<file path="src/rtl/spi_ram_pkg.sv">
// Shared constants and types for the SPI / local-master RAM arbiter.
package spi_ram_pkg;

    localparam int unsigned AW_DEF = 9;
    localparam int unsigned DW_DEF = 32;

    localparam logic OWN_SPI = 1'b0;
    localparam logic OWN_LOC = 1'b1;

    typedef enum logic [3:0] {
        StArb    = 4'b0001,
        StGSpiWr = 4'b0010,
        StGSpiRd = 4'b0100,
        StGLoc   = 4'b1000
    } arb_state_e;

    typedef struct packed {
        logic vld;
        logic own;
    } rtag_t;

endpackage

</file>
<file path="src/rtl/spi_ram_rtag_pipe.sv">
// Read-return tag pipe: one (valid, owner) entry per grant cycle, RAM_LAT+1 stages deep so the
// last stage lines up with ram_rdata.
module spi_ram_rtag_pipe
    import spi_ram_pkg::*;
#(
    parameter int unsigned RAM_LAT = 1
) (
    input  logic clk_i,
    input  logic rst_i,
    input  logic push_i,
    input  logic own_i,
    output logic vld_o,
    output logic own_o
);

    localparam int unsigned Depth = RAM_LAT + 1;

    rtag_t pipe_q [Depth];
    rtag_t pipe_d [Depth];

    always_comb begin
        pipe_d[0] = {push_i, own_i};
        for (int i = 1; i < Depth; i++) begin
            pipe_d[i] = pipe_q[i-1];
        end
    end

    always_ff @(posedge clk_i) begin
        if (rst_i) begin
            for (int i = 0; i < Depth; i++) begin
                pipe_q[i] <= '0;
            end
        end else begin
            for (int i = 0; i < Depth; i++) begin
                pipe_q[i] <= pipe_d[i];
            end
        end
    end

    assign vld_o = pipe_q[Depth-1].vld;
    assign own_o = pipe_q[Depth-1].own;

endmodule

</file>
<file path="src/rtl/spi_ram_arbiter.sv">
// Shares one single-port RAM between SPI register-bridge pulses (always win) and a local
// req/gnt master. One RAM access per two cycles; read data routed back by owner tag.
module spi_ram_arbiter
    import spi_ram_pkg::*;
#(
    parameter int unsigned AW      = AW_DEF,
    parameter int unsigned DW      = DW_DEF,
    parameter int unsigned RAM_LAT = 1
) (
    input  logic          clk_i,
    input  logic          rst_i,
    input  logic [14:0]   spi_base_i,
    input  logic          spi_wr_en_i,
    input  logic [AW-1:0] spi_wr_addr_i,
    input  logic [DW-1:0] spi_wr_data_i,
    input  logic          spi_rd_en_i,
    input  logic [AW-1:0] spi_rd_addr_i,
    output logic [DW-1:0] spi_rd_data_o,
    input  logic          loc_req_i,
    input  logic          loc_we_i,
    input  logic [AW-1:0] loc_addr_i,
    input  logic [DW-1:0] loc_wdata_i,
    output logic          loc_gnt_o,
    output logic          loc_rvalid_o,
    output logic [DW-1:0] loc_rdata_o,
    output logic          ram_en_o,
    output logic          ram_we_o,
    output logic [AW-1:0] ram_addr_o,
    output logic [DW-1:0] ram_wdata_o,
    input  logic [DW-1:0] ram_rdata_i,
    output logic          spi_ovf_o
);

    arb_state_e    state_q, state_d;

    logic          wr_vld_q, wr_vld_d;
    logic [AW-1:0] wr_addr_q, wr_addr_d;
    logic [DW-1:0] wr_data_q, wr_data_d;
    logic          rd_vld_q, rd_vld_d;
    logic [AW-1:0] rd_addr_q, rd_addr_d;
    logic          spi_ovf_q, spi_ovf_d;

    logic          ram_en_q, ram_en_d;
    logic          ram_we_q, ram_we_d;
    logic [AW-1:0] ram_addr_q, ram_addr_d;
    logic [DW-1:0] ram_wdata_q, ram_wdata_d;

    logic [DW-1:0] spi_rd_data_q, spi_rd_data_d;
    logic [DW-1:0] loc_rdata_q, loc_rdata_d;

    logic          wr_grant, rd_grant, loc_grant;
    logic          tag_push, tag_own_in, tag_vld, tag_own;
    logic          spi_hit, loc_hit;
    logic [AW-1:0] base;
    logic          unused_base;

    assign base        = spi_base_i[AW-1:0];
    assign unused_base = ^spi_base_i[14:AW];

    assign wr_grant  = (state_q == StGSpiWr);
    assign rd_grant  = (state_q == StGSpiRd);
    assign loc_grant = (state_q == StGLoc);

    // A pulse landing on its own slot's grant cycle is a fresh request, not an overflow.
    always_comb begin
        wr_vld_d  = wr_vld_q;
        wr_addr_d = wr_addr_q;
        wr_data_d = wr_data_q;
        rd_vld_d  = rd_vld_q;
        rd_addr_d = rd_addr_q;
        spi_ovf_d = spi_ovf_q;
        if (wr_grant) wr_vld_d = 1'b0;
        if (rd_grant) rd_vld_d = 1'b0;
        if (spi_wr_en_i) begin
            wr_vld_d  = 1'b1;
            wr_addr_d = base + spi_wr_addr_i;
            wr_data_d = spi_wr_data_i;
            if (wr_vld_q && !wr_grant) spi_ovf_d = 1'b1;
        end
        if (spi_rd_en_i) begin
            rd_vld_d  = 1'b1;
            rd_addr_d = base + spi_rd_addr_i;
            if (rd_vld_q && !rd_grant) spi_ovf_d = 1'b1;
        end
    end

    // Arbitration also looks at incoming pulses so the local master never slips in ahead.
    always_comb begin
        state_d     = StArb;
        ram_en_d    = 1'b0;
        ram_we_d    = 1'b0;
        ram_addr_d  = ram_addr_q;
        ram_wdata_d = ram_wdata_q;
        unique case (state_q)
            StArb: begin
                if (wr_vld_q || spi_wr_en_i) begin
                    state_d = StGSpiWr;
                end else if (rd_vld_q || spi_rd_en_i) begin
                    state_d = StGSpiRd;
                end else if (loc_req_i) begin
                    state_d = StGLoc;
                end
            end
            StGSpiWr: begin
                ram_en_d    = 1'b1;
                ram_we_d    = 1'b1;
                ram_addr_d  = wr_addr_q;
                ram_wdata_d = wr_data_q;
            end
            StGSpiRd: begin
                ram_en_d   = 1'b1;
                ram_addr_d = rd_addr_q;
            end
            StGLoc: begin
                ram_en_d   = 1'b1;
                ram_we_d   = loc_we_i;
                ram_addr_d = loc_addr_i;
                if (loc_we_i) ram_wdata_d = loc_wdata_i;
            end
            default: state_d = StArb;
        endcase
    end

    assign tag_push   = rd_grant | (loc_grant & ~loc_we_i);
    assign tag_own_in = loc_grant ? OWN_LOC : OWN_SPI;

    spi_ram_rtag_pipe #(
        .RAM_LAT(RAM_LAT)
    ) u_rtag_pipe (
        .clk_i (clk_i),
        .rst_i (rst_i),
        .push_i(tag_push),
        .own_i (tag_own_in),
        .vld_o (tag_vld),
        .own_o (tag_own)
    );

    assign spi_hit = tag_vld & (tag_own == OWN_SPI);
    assign loc_hit = tag_vld & (tag_own == OWN_LOC);

    // Returning data bypasses the hold registers so it is visible in the RAM data cycle.
    assign spi_rd_data_o = spi_hit ? ram_rdata_i : spi_rd_data_q;
    assign loc_rdata_o   = loc_hit ? ram_rdata_i : loc_rdata_q;
    assign spi_rd_data_d = spi_rd_data_o;
    assign loc_rdata_d   = loc_rdata_o;

    always_ff @(posedge clk_i) begin
        if (rst_i) begin
            state_q       <= StArb;
            wr_vld_q      <= 1'b0;
            wr_addr_q     <= '0;
            wr_data_q     <= '0;
            rd_vld_q      <= 1'b0;
            rd_addr_q     <= '0;
            spi_ovf_q     <= 1'b0;
            ram_en_q      <= 1'b0;
            ram_we_q      <= 1'b0;
            ram_addr_q    <= '0;
            ram_wdata_q   <= '0;
            spi_rd_data_q <= '0;
            loc_rdata_q   <= '0;
        end else begin
            state_q       <= state_d;
            wr_vld_q      <= wr_vld_d;
            wr_addr_q     <= wr_addr_d;
            wr_data_q     <= wr_data_d;
            rd_vld_q      <= rd_vld_d;
            rd_addr_q     <= rd_addr_d;
            spi_ovf_q     <= spi_ovf_d;
            ram_en_q      <= ram_en_d;
            ram_we_q      <= ram_we_d;
            ram_addr_q    <= ram_addr_d;
            ram_wdata_q   <= ram_wdata_d;
            spi_rd_data_q <= spi_rd_data_d;
            loc_rdata_q   <= loc_rdata_d;
        end
    end

    assign loc_gnt_o    = loc_grant;
    assign loc_rvalid_o = loc_hit;
    assign ram_en_o     = ram_en_q;
    assign ram_we_o     = ram_we_q;
    assign ram_addr_o   = ram_addr_q;
    assign ram_wdata_o  = ram_wdata_q;
    assign spi_ovf_o    = spi_ovf_q;

endmodule

</file>
<file path="config.mk">
export PLATFORM = sky130hd
export DESIGN_NAME = spi_ram_arbiter
export DESIGN_NICKNAME = d
export VERILOG_FILES = /design/src/rtl/spi_ram_pkg.sv /design/src/rtl/spi_ram_rtag_pipe.sv /design/src/rtl/spi_ram_arbiter.sv
export SDC_FILE = /design/constraint.sdc
export NUM_CORES = 1
export LEC_CHECK = 0
export BUFFER_PORTS_ARGS = -buffer_cell sky130_fd_sc_hd__clkbuf_2
export CORE_MARGIN = 2
export CORE_UTILIZATION = 40
export DETAILED_ROUTE_END_ITERATION = 12
export GPL_ROUTABILITY_DRIVEN = 1
export GPL_TIMING_DRIVEN = 1
export HOLD_SLACK_MARGIN = 0.15
export PLACE_DENSITY = 0.65
export SKIP_CTS_REPAIR_TIMING = 1
export SYNTH_ARGS = -nofsm -noshare
export SYNTH_HDL_FRONTEND = slang
export SYNTH_SLANG_ARGS = --single-unit
export TNS_END_PERCENT = 100
</file>
<file path="constraint.sdc">
create_clock -name clk_i -period 3.15 [get_ports clk_i]
set_input_delay 0.1575 -clock clk_i [delete_from_list [all_inputs] [get_ports clk_i]]
set_output_delay 0.1575 -clock clk_i [all_outputs]
set_load 0.03 [all_outputs]
</file>
==> results.yml, run 1 <==
sta:
  slew_headroom: 0.243
  setup_viol: 0
  fin_tns_setup_ps: 0
  fmax_mhz: 394
  skew_ps: 12.1
  timing.final.crit_share: 0.806
  tightest_slew_ps: 1130
  finalMaxSlewViolations: 0
  rsz0062_at_grt: "false"
  period_minus_slack_ps: 2540
  worst_slack_ps: 610
  final-hold-violation-count: 0
die:
  die_area_sq_um: 19500
  core_area_sq_um: 18000
  dieWidth_microns: 140
  die_y_microns: 140
  rows: 49
  start_util: 0.409
  ios: 254
synthesis:
  ys_seq_area_frac: 0.456
  synth_seq_cells: 168
  synth_top_area_share: 0.456
  synth_warnings: 0
  synth_top_family_by_area: "simple AND/OR/NAND/NOR gates"
  synth_cell_types: 48
  synth-adder-area-share: 0.0326
  synth_xor_xnor_area_share: 0.00950
  yosys-mux-area-fraction: 0.147
  synth_area_sq_um: 7370
  synth_compound_area_frac: 0.140
  synth_area_leaders: "dfxtp_1 (46%), mux2_2 (9.2%), nor2b_1 (5.9%), mux2i_1 (4.9%), nor2_1 (4.8%)"
  ys.flop_type: "dfxtp_1"
  async_flop_share: 0
  synth_edf_count: 0
  syn_inst: 748
  synth_top_area_cell: "dfxtp_1"
  syn-num-nets: 910
  syn_avg_cell_area_sq_um: 9.86
  synthSimpleGateAreaFrac: 0.178
final_layout:
  area_delta_synth_final_pct: 40.7
  finish.net_count: 1232
  multiInputGateArea_sq_um: 3750
  regArea_sq_um: 3360
  drive_gt1_frac: 0.347
  mostFrequentLayoutCells: "clkbuf_2 (246), dfxtp_1 (168), dlygate4sd3_1 (101)"
  mostFrequentLayoutCell: "clkbuf_2"
  fillers: 1583
critical_path:
  crit_path_end_kind: "output port"
  crit_fanout: 19
  r2r_end: "ram_wdata_o[1]$_SDFFE_PP0P_"
  r2r-start: "state_q[0]$_SDFF_PP1_"
  cpPeakStageDelay_ps: 850
  cp_data_arrival_time_ps: 2380
  cp_cell_sequence: "or4b_2 > clkinv_1 > clkbuf_2"
  r2r_setup_slack_ps: 640
  critical_path_required_ps: 2990
  cp-start-kind: "register"
  reg2regPathDepth: 6
  path_class: "reg -> out"
  crit_path_top_delay_cell: "or4b_2"
detailed_routing:
  drt-total-wl_microns: 19600
  wire_per_inst_microns: 14.9
  drc_errors: 0
  dr.first_iter.drc_count: 275
  via_count: 6462
  first_pass_iters: 4
  viasPerCell: 4.92
  ant_nets: 0
place:
  port_buffers: 247
  dp_slack_ps: 739
  hpwlAfterDp_microns: 12600
  gp_congestion: 0.786
power_and_ir_drop:
  intPower_mw: 3.74
  power.switching_mw: 1.35
  cellLeakagePower_nw: 4.66
  pwr-share-comb: 0.142
  p_per_area_nw_per_um2: 490
  clockPowerShare: 0.413
  seq_power_share: 0.445
  swShare: 0.265
  peakVddDrop_mv: 0.358
global_routing:
  grt_pass1_vias: 5839
  antenna_found_initial: 1
  grt_max_degree: 91
  grt_usage: 0.184
  grt_pass1_wl_microns: 29200
  grt.overflow.total: 0
worst_hold_path:
  hold_path_class: "in -> reg"
  min_to: "rd_addr_q[0]$_SDFFE_PP0P_"
  worstHoldPathCells: 4
  min-delay-start: "spi_rd_addr_i[0]"
clock_network:
  clock_tree.root_cell: "clkbuf_16"
  cts_buffer_depth: 2
  cts_buffers: 17
  clkLatencyLatePin_ps: 420
  cts_tree: "yes"
  cts_htree_levels: 4
  clk_pin_slew_ps: 70
  cts_sinks: 168
flow_run:
  max_cap_viol_count: 0
status:
  run_status: "finished, final reports clean"
[power groups by stage]
stage	Clock [mW]	Combinational [mW]	Sequential (mW)
6_report	2.10	0.725	2.27
2_1_floorplan	0	0.342	2.38
5_1_grt	2.24	0.793	2.28
4_1_cts	2.16	0.623	2.26
3_5_place_dp	0	0.620	2.31
3_3_place_gp	0	0.613	2.31
[metrics by stage]
| stage | util | hold slack, ps | instance area, sq um | cells | total power, mW |
|---|---|---|---|---|---|
| after CTS | 0.520 | -76.6 | 9360 | 1211 | 5.05 |
| final | 0.576 | 109 | 10400 | 1313 | 5.09 |
| after global placement | 0.487 | 373 | 8770 | 1179 | 2.92 |
| after floorplan | - | 259 | 7370 | 748 | 2.72 |
| after global routing | 0.576 | 155 | 10400 | 1313 | 5.31 |
| after detailed placement | 0.487 | 374 | 8770 | 1179 | 2.93 |
[registers in the layout, summed over array words and instances, names as in the netlist, 4 cells and up]
signal	count
wr_data_q	32
spi_rd_data_q	32
state_q	4
loc_rdata_q	32
u_rtag_pipe.pipe_q	4
rd_addr_q	9
ram_addr_o	9
ram_wdata_o	32
wr_addr_q	9
[cell families after synthesis]
kind of cell               count (synthesis)
AOI/OAI and AO/OA                        121
and+or+nand+nor                          272
adders and majority gates                 18
DFF                                      168
xor gates and xnor gates                   8
buffers and inverters                     61
muxes                                    100
[synthesized netlist by cell type (3+ instances only)]
library cell,n
dfxtp_1,168
nor2_1,94
nand2_1,72
nor2b_1,69
mux2_2,60
mux2i_1,36
clkbuf_1,33
a311oi_2,20
ha_1,16
nand2b_1,16
a211oi_1,14
a21oi_1,14
a311oi_1,14
o211ai_1,14
a22oi_1,9
buf_1,9
xnor2_1,8
a21o_1,7
o21ai_0,7
buf_2,6
inv_1,6
nand3_1,5
mux2_1,4
nor4_1,4
o22ai_1,4
a211o_1,3
buf_4,3
buf_6,3
o21bai_1,3
[routing by layer]
| layer | share of wire | global-route usage |
|---|---|---|
| met5 | 0 | 0 |
| met4 | 0.014 | 0.0605 |
| met3 | 0.056 | 0.0557 |
| met2 | 0.49 | 0.304 |
| met1 | 0.44 | 0.229 |
[area by class of cell]
| class | count | area share |
|---|---|---|
| flip-flops and latches | 168 | 0.324 |
| clock buffers | 18 | 0.0414 |
| diodes | 1 | 0.000241 |
| multi-input cells | 519 | 0.361 |
| inverters | 7 | 0.00253 |
| clock inverters | 14 | 0.0157 |
| well taps | 229 | 0.0276 |
| repair buffers | 357 | 0.227 |
[critical path, delay by kind of cell (launching register included)]
family / cells / cell delay, ps
buffers and inverters: 2 / 760
AND/OR/NAND/NOR: 1 / 850
flip-flops: 1 / 340
[how the worst max path moves through the flow]
stage | start | to | slack, ps | depth (start not counted)
4_1_cts | state_q[0]$_SDFF_PP1_ | loc_gnt_o | 570 | 3
6_report | state_q[0]$_SDFF_PP1_ | loc_gnt_o | 610 | 3
2_1_floorplan | state_q[0]$_SDFF_PP1_ | ram_wdata_o[23]$_SDFFE_PP0P_ | 1390 | 6
3_5_place_dp | state_q[0]$_SDFF_PP1_ | ram_wdata_o[18]$_SDFFE_PP0P_ | 740 | 6
5_1_grt | state_q[0]$_SDFF_PP1_ | loc_gnt_o | 500 | 3
3_3_place_gp | state_q[0]$_SDFF_PP1_ | ram_wdata_o[17]$_SDFFE_PP0P_ | 780 | 6
No activity file was read; power rests on OpenSTA's default activity.
==> run 2, diff against run 1 <==
- clock period: 3.15 -> 2.4 ns (I/O delays scaled with it)
==> run 2 against run 1 <==
Clock power grew 34%. Hold slack better by 10 ps. Non-clock buffer count is 13 higher. Die area did not move. Final cell count rose by 0.84%. Largest power group unchanged.
==> results.yml, run 2 (synthesis results as in run 1) <==
critical_path:
  cp_cell_sequence: "or4b_2 > clkinv_1 > buf_12 > clkbuf_2"
  crit_path_top_delay_cell: "or4b_2"
  critical_path_required_ps: 2280
  path_class: "reg -> out"
  cpPeakStageDelay_ps: 760
  reg2regPathDepth: 5
  cp-start-kind: "register"
  cp_data_arrival_time_ps: 2120
  crit_fanout: 43
  crit_path_end_kind: "output port"
sta:
  tightest_slew_ps: 1050
  finalMaxSlewViolations: 0
  fin_tns_setup_ps: 0
  worst_slack_ps: 162
  slew_headroom: 0.301
  skew_ps: 12.6
  period_minus_slack_ps: 2240
  setup_viol: 0
  fmax_mhz: 447
  timing.final.crit_share: 0.933
  rsz0062_at_grt: "false"
  final-hold-violation-count: 0
power_and_ir_drop:
  swShare: 0.253
  p_per_area_nw_per_um2: 642
  seq_power_share: 0.441
  finalPower_mw: 6.75
  pwr-share-comb: 0.143
  power.switching_mw: 1.71
  peakVddDrop_mv: 0.531
  clockPowerShare: 0.416
  cellLeakagePower_nw: 4.72
  intPower_mw: 5.04
final_layout:
  stdcell_area_sq_um: 10500
  n_antenna_cell: 0
  drive_gt1_frac: 0.346
  fillers: 1565
  mostFrequentLayoutCell: "clkbuf_2"
  regArea_sq_um: 3360
  mostFrequentLayoutCells: "clkbuf_2 (246), dfxtp_1 (168), dlygate4sd3_1 (110)"
  utilization: 0.583
  area_delta_synth_final_pct: 42.5
  finish.net_count: 1245
  multiInputGateArea_sq_um: 3750
die:
  core_area_sq_um: 18000
  die_y_microns: 140
  start_util: 0.409
  ios: 254
  die_area_sq_um: 19500
  dieWidth_microns: 140
  rows: 49
detailed_routing:
  wire_per_inst_microns: 14.9
  dr.first_iter.drc_count: 314
  drt-total-wl_microns: 19800
  drc_errors: 0
  ant_nets: 0
  via_count: 6572
  viasPerCell: 4.96
  first_pass_iters: 4
clock_network:
  cts_sinks: 168
  cts_buffer_depth: 2
  cts_htree_levels: 4
  cts_tree: "yes"
  clk_pin_slew_ps: 60
  clkLatencyLatePin_ps: 410
  cts_buffers: 17
  clock_tree.root_cell: "clkbuf_16"
worst_hold_path:
  worstHoldPathCells: 4
  hold_path_class: "in -> reg"
place:
  dp_slack_ps: 370
  gp_congestion: 0.761
  port_buffers: 247
  hpwlAfterDp_microns: 12600
  dpl_cell_area_sq_um: 8800
global_routing:
  grt_pass1_vias: 5771
  antenna_found_initial: 0
  grt_pass1_wl_microns: 28800
  grt_usage: 0.180
  grt.overflow.total: 0
  grt_max_degree: 132
status:
  run_status: "finished, final reports clean"
flow_run:
  max_cap_viol_count: 0
==> run 2: cell count changes in the layout (fill, tap and decap cells not counted), sizes merged <==
cell	delta
clkbuf	+1
diode	-1
inv	-2
dlygate4sd3	+9
buf	+4
clkinvlp	+1
bufinv	+1
clkinv	-2
==> run 2: power by group through the flow <==
stage	clock network (mW)	logic, mW	registers (mW)
floorplan	0	0.450	3.12
global placement	0	0.806	3.03
detailed placement	0	0.811	3.04
CTS	2.88	0.814	2.98
global route	2.99	1.05	2.99
finish	2.81	0.963	2.98
==> run 2: through the flow <==
step	hold slack, ps	cells
after floorplan	221	748
after global placement	343	1183
after detailed placement	338	1183
after CTS	-102	1214
after global routing	159	1324
final	119	1324
==> run 2: layout make-up <==
cell class                      instances  area share
Tap cell                              229      0.0273
Inverter                                7     0.00250
Clock buffer                           19      0.0421
Multi-Input combinational cell        519       0.357
Clock inverter                         12      0.0155
Timing Repair Buffer                  370       0.236
Sequential cell                       168       0.320
==> run 2: worst paths after layout <==
| path | slack [ps] | end | start |
|---|---|---|---|
| max | 160 | loc_gnt_o | state_q[0]$_SDFF_PP1_ |
| min | 120 | wr_addr_q[8]$_SDFFE_PP0P_ | spi_wr_addr_i[8] |
| max reg2reg | 320 | ram_wdata_o[19]$_SDFFE_PP0P_ | state_q[0]$_SDFF_PP1_ |
| min reg2reg | 440 | u_rtag_pipe.pipe_q[0][3]$_SDFF_PP0_ | u_rtag_pipe.pipe_q[0][1]$_SDFF_PP0_ |
==> run 2: worst max-delay path, delay by kind of cell (launching register included) <==
kind | cells | cell delay, ps
simple gates | 1 | 760
buf+inv | 3 | 600
flops | 1 | 350
==> run 2: per-layer routing <==
metal  wire length (microns)  up-vias  global-route usage  share of wire
met5                       0        -                   0              0
met4                     371        0              0.0584          0.019
met3                    1010       29              0.0420          0.051
met2                    9720      203               0.296           0.49
met1                    8690     3054               0.235           0.44
li1                        -     3286                   -              -
==> run 3, diff against run 2 <==
- CORE_MARGIN: 2 -> 3
==> run 3 against run 2 <==
Non-clock buffer count rose by 5. Utilization rose by 0.15 points. Cell area rose by 0.26%. Sequential power barely moved. Final cell count rose by 0.45%. Via count rose by 0.55%. Clock-buffer cell count rose by 1. First-iteration DRC count fell by 11%. Largest power group unchanged. Sequential share of layout area fell by 0.084 points. Largest cell class unchanged.
==> results.yml, run 3 (synthesis results as in run 1) <==
die:
  rows: 49
  dieWidth_microns: 142
  die_area_sq_um: 20100
  core_area_sq_um: 18000
  die_y_microns: 142
  start_util: 0.409
  ios: 254
critical_path:
  cpPeakStageDelay_ps: 770
  cp_data_arrival_time_ps: 2150
  cp-start-kind: "register"
  cp_cell_sequence: "or4b_2 > clkinvlp_4 > buf_12 > clkbuf_2"
  crit_path_end_kind: "output port"
  crit_path_top_delay_cell: "or4b_2"
  critical_path_required_ps: 2280
  path_class: "reg -> out"
  crit_fanout: 36
power_and_ir_drop:
  seq_power_share: 0.443
  peakVddDrop_mv: 0.505
  intPower_mw: 4.97
  swShare: 0.261
  cellLeakagePower_nw: 4.73
  power.switching_mw: 1.75
  pwr-share-comb: 0.145
  clockPowerShare: 0.412
  p_per_area_nw_per_um2: 638
global_routing:
  use_met1: 0.229
  grt_usage: 0.183
  grt_pass1_vias: 5872
  grt-busiest-layer: "met2"
  grt_pass1_wl_microns: 29600
  grt_use_met3: 0.0499
  grt_max_degree: 110
  antenna_found_initial: 0
  grt.overflow.total: 0
  grtUsageMet2: 0.304
sta:
  final-hold-violation-count: 0
  period_minus_slack_ps: 2270
  rsz0062_at_grt: "false"
  slew_headroom: 0.461
  fin_tns_setup_ps: 0
  finalMaxSlewViolations: 0
  worst_slack_ps: 128
  setup_viol: 0
  timing.final.crit_share: 0.946
  skew_ps: 6.30
  tightest_slew_ps: 809
  fmax_mhz: 440
detailed_routing:
  via_count: 6608
  ant_nets: 0
  drc_errors: 0
  viasPerCell: 4.97
  drt-total-wl_microns: 20700
  wire_per_inst_microns: 15.6
  dr.first_iter.drc_count: 281
  first_pass_iters: 4
clock_network:
  cts_buffers: 17
  cts_htree_levels: 4
  cts_buffer_depth: 2
  cts_tree: "yes"
  cts_sinks: 168
  clock_tree.root_cell: "clkbuf_16"
  clk_pin_slew_ps: 60
  clkLatencyLatePin_ps: 420
place:
  gp_congestion: 0.759
  port_buffers: 247
  hpwlAfterDp_microns: 13000
  dpl_cell_area_sq_um: 8790
  dp_slack_ps: 331
flow_run:
  max_cap_viol_count: 0
final_layout:
  area_delta_synth_final_pct: 42.9
  mostFrequentLayoutCell: "clkbuf_2"
  drive_gt1_frac: 0.348
  stdcell_area_sq_um: 10500
  mostFrequentLayoutCells: "clkbuf_2 (246), dfxtp_1 (168), dlygate4sd3_1 (113)"
  n_antenna_cell: 0
  finish.net_count: 1250
  fillers: 1551
worst_hold_path:
  hold_path_class: "in -> reg"
status:
  run_status: "finished, final reports clean"
run 3: layer usage:
layer	wire [microns]	part of all wire
met2	10200	0.49
met5	0	0
met1	8780	0.42
met3	1190	0.057
met4	493	0.024
run 3: per-stage QoR:
stage	instances	hold WS [ps]	util	power, mW
detailed placement	1183	341	0.488	3.85
finish	1330	97.9	0.585	6.73
floorplan	748	221	-	3.57
global placement	1183	332	0.488	3.84
CTS	1215	-111	0.521	6.64
global route	1330	158	0.585	7.02
run 3: worst paths after layout:
kind | start | end | slack [ps] | cells past startpoint
hold reg to reg | u_rtag_pipe.pipe_q[0][0]$_SDFF_PP0_ | u_rtag_pipe.pipe_q[0][2]$_SDFF_PP0_ | 430 | 1
setup / recovery | state_q[0]$_SDFF_PP1_ | loc_gnt_o | 130 | 4
setup reg to reg | state_q[0]$_SDFF_PP1_ | ram_wdata_o[13]$_SDFFE_PP0P_ | 290 | 5
hold / removal | loc_addr_i[0] | ram_addr_o[0]$_SDFFE_PP0P_ | 100 | 3
run 3: layout make-up:
cell class	instances	area, sq um	area share
Clock buffer	20	457	0.0433
Multi-Input combinational cell	519	3750	0.356
Timing Repair Buffer	375	2510	0.238
Clock inverter	12	140	0.0133
Tap cell	229	287	0.0272
Inverter	7	30.0	0.00285
Sequential cell	168	3360	0.319
run 3: worst max-delay path, delay by kind of cell, from the launching register on:
kind	cells	cell delay, ps
flip-flops	1	340
buffers and inverters	3	600
AND/OR/NAND/NOR	1	770
run 3: power groups by stage:
stage | Sequential (mW) | Clock, mW | Combinational (mW)
after global placement | 3.03 | 0 | 0.807
final | 2.98 | 2.77 | 0.978
after global routing | 2.99 | 2.96 | 1.07
after detailed placement | 3.04 | 0 | 0.818
after floorplan | 3.12 | 0 | 0.450
after CTS | 2.97 | 2.84 | 0.821
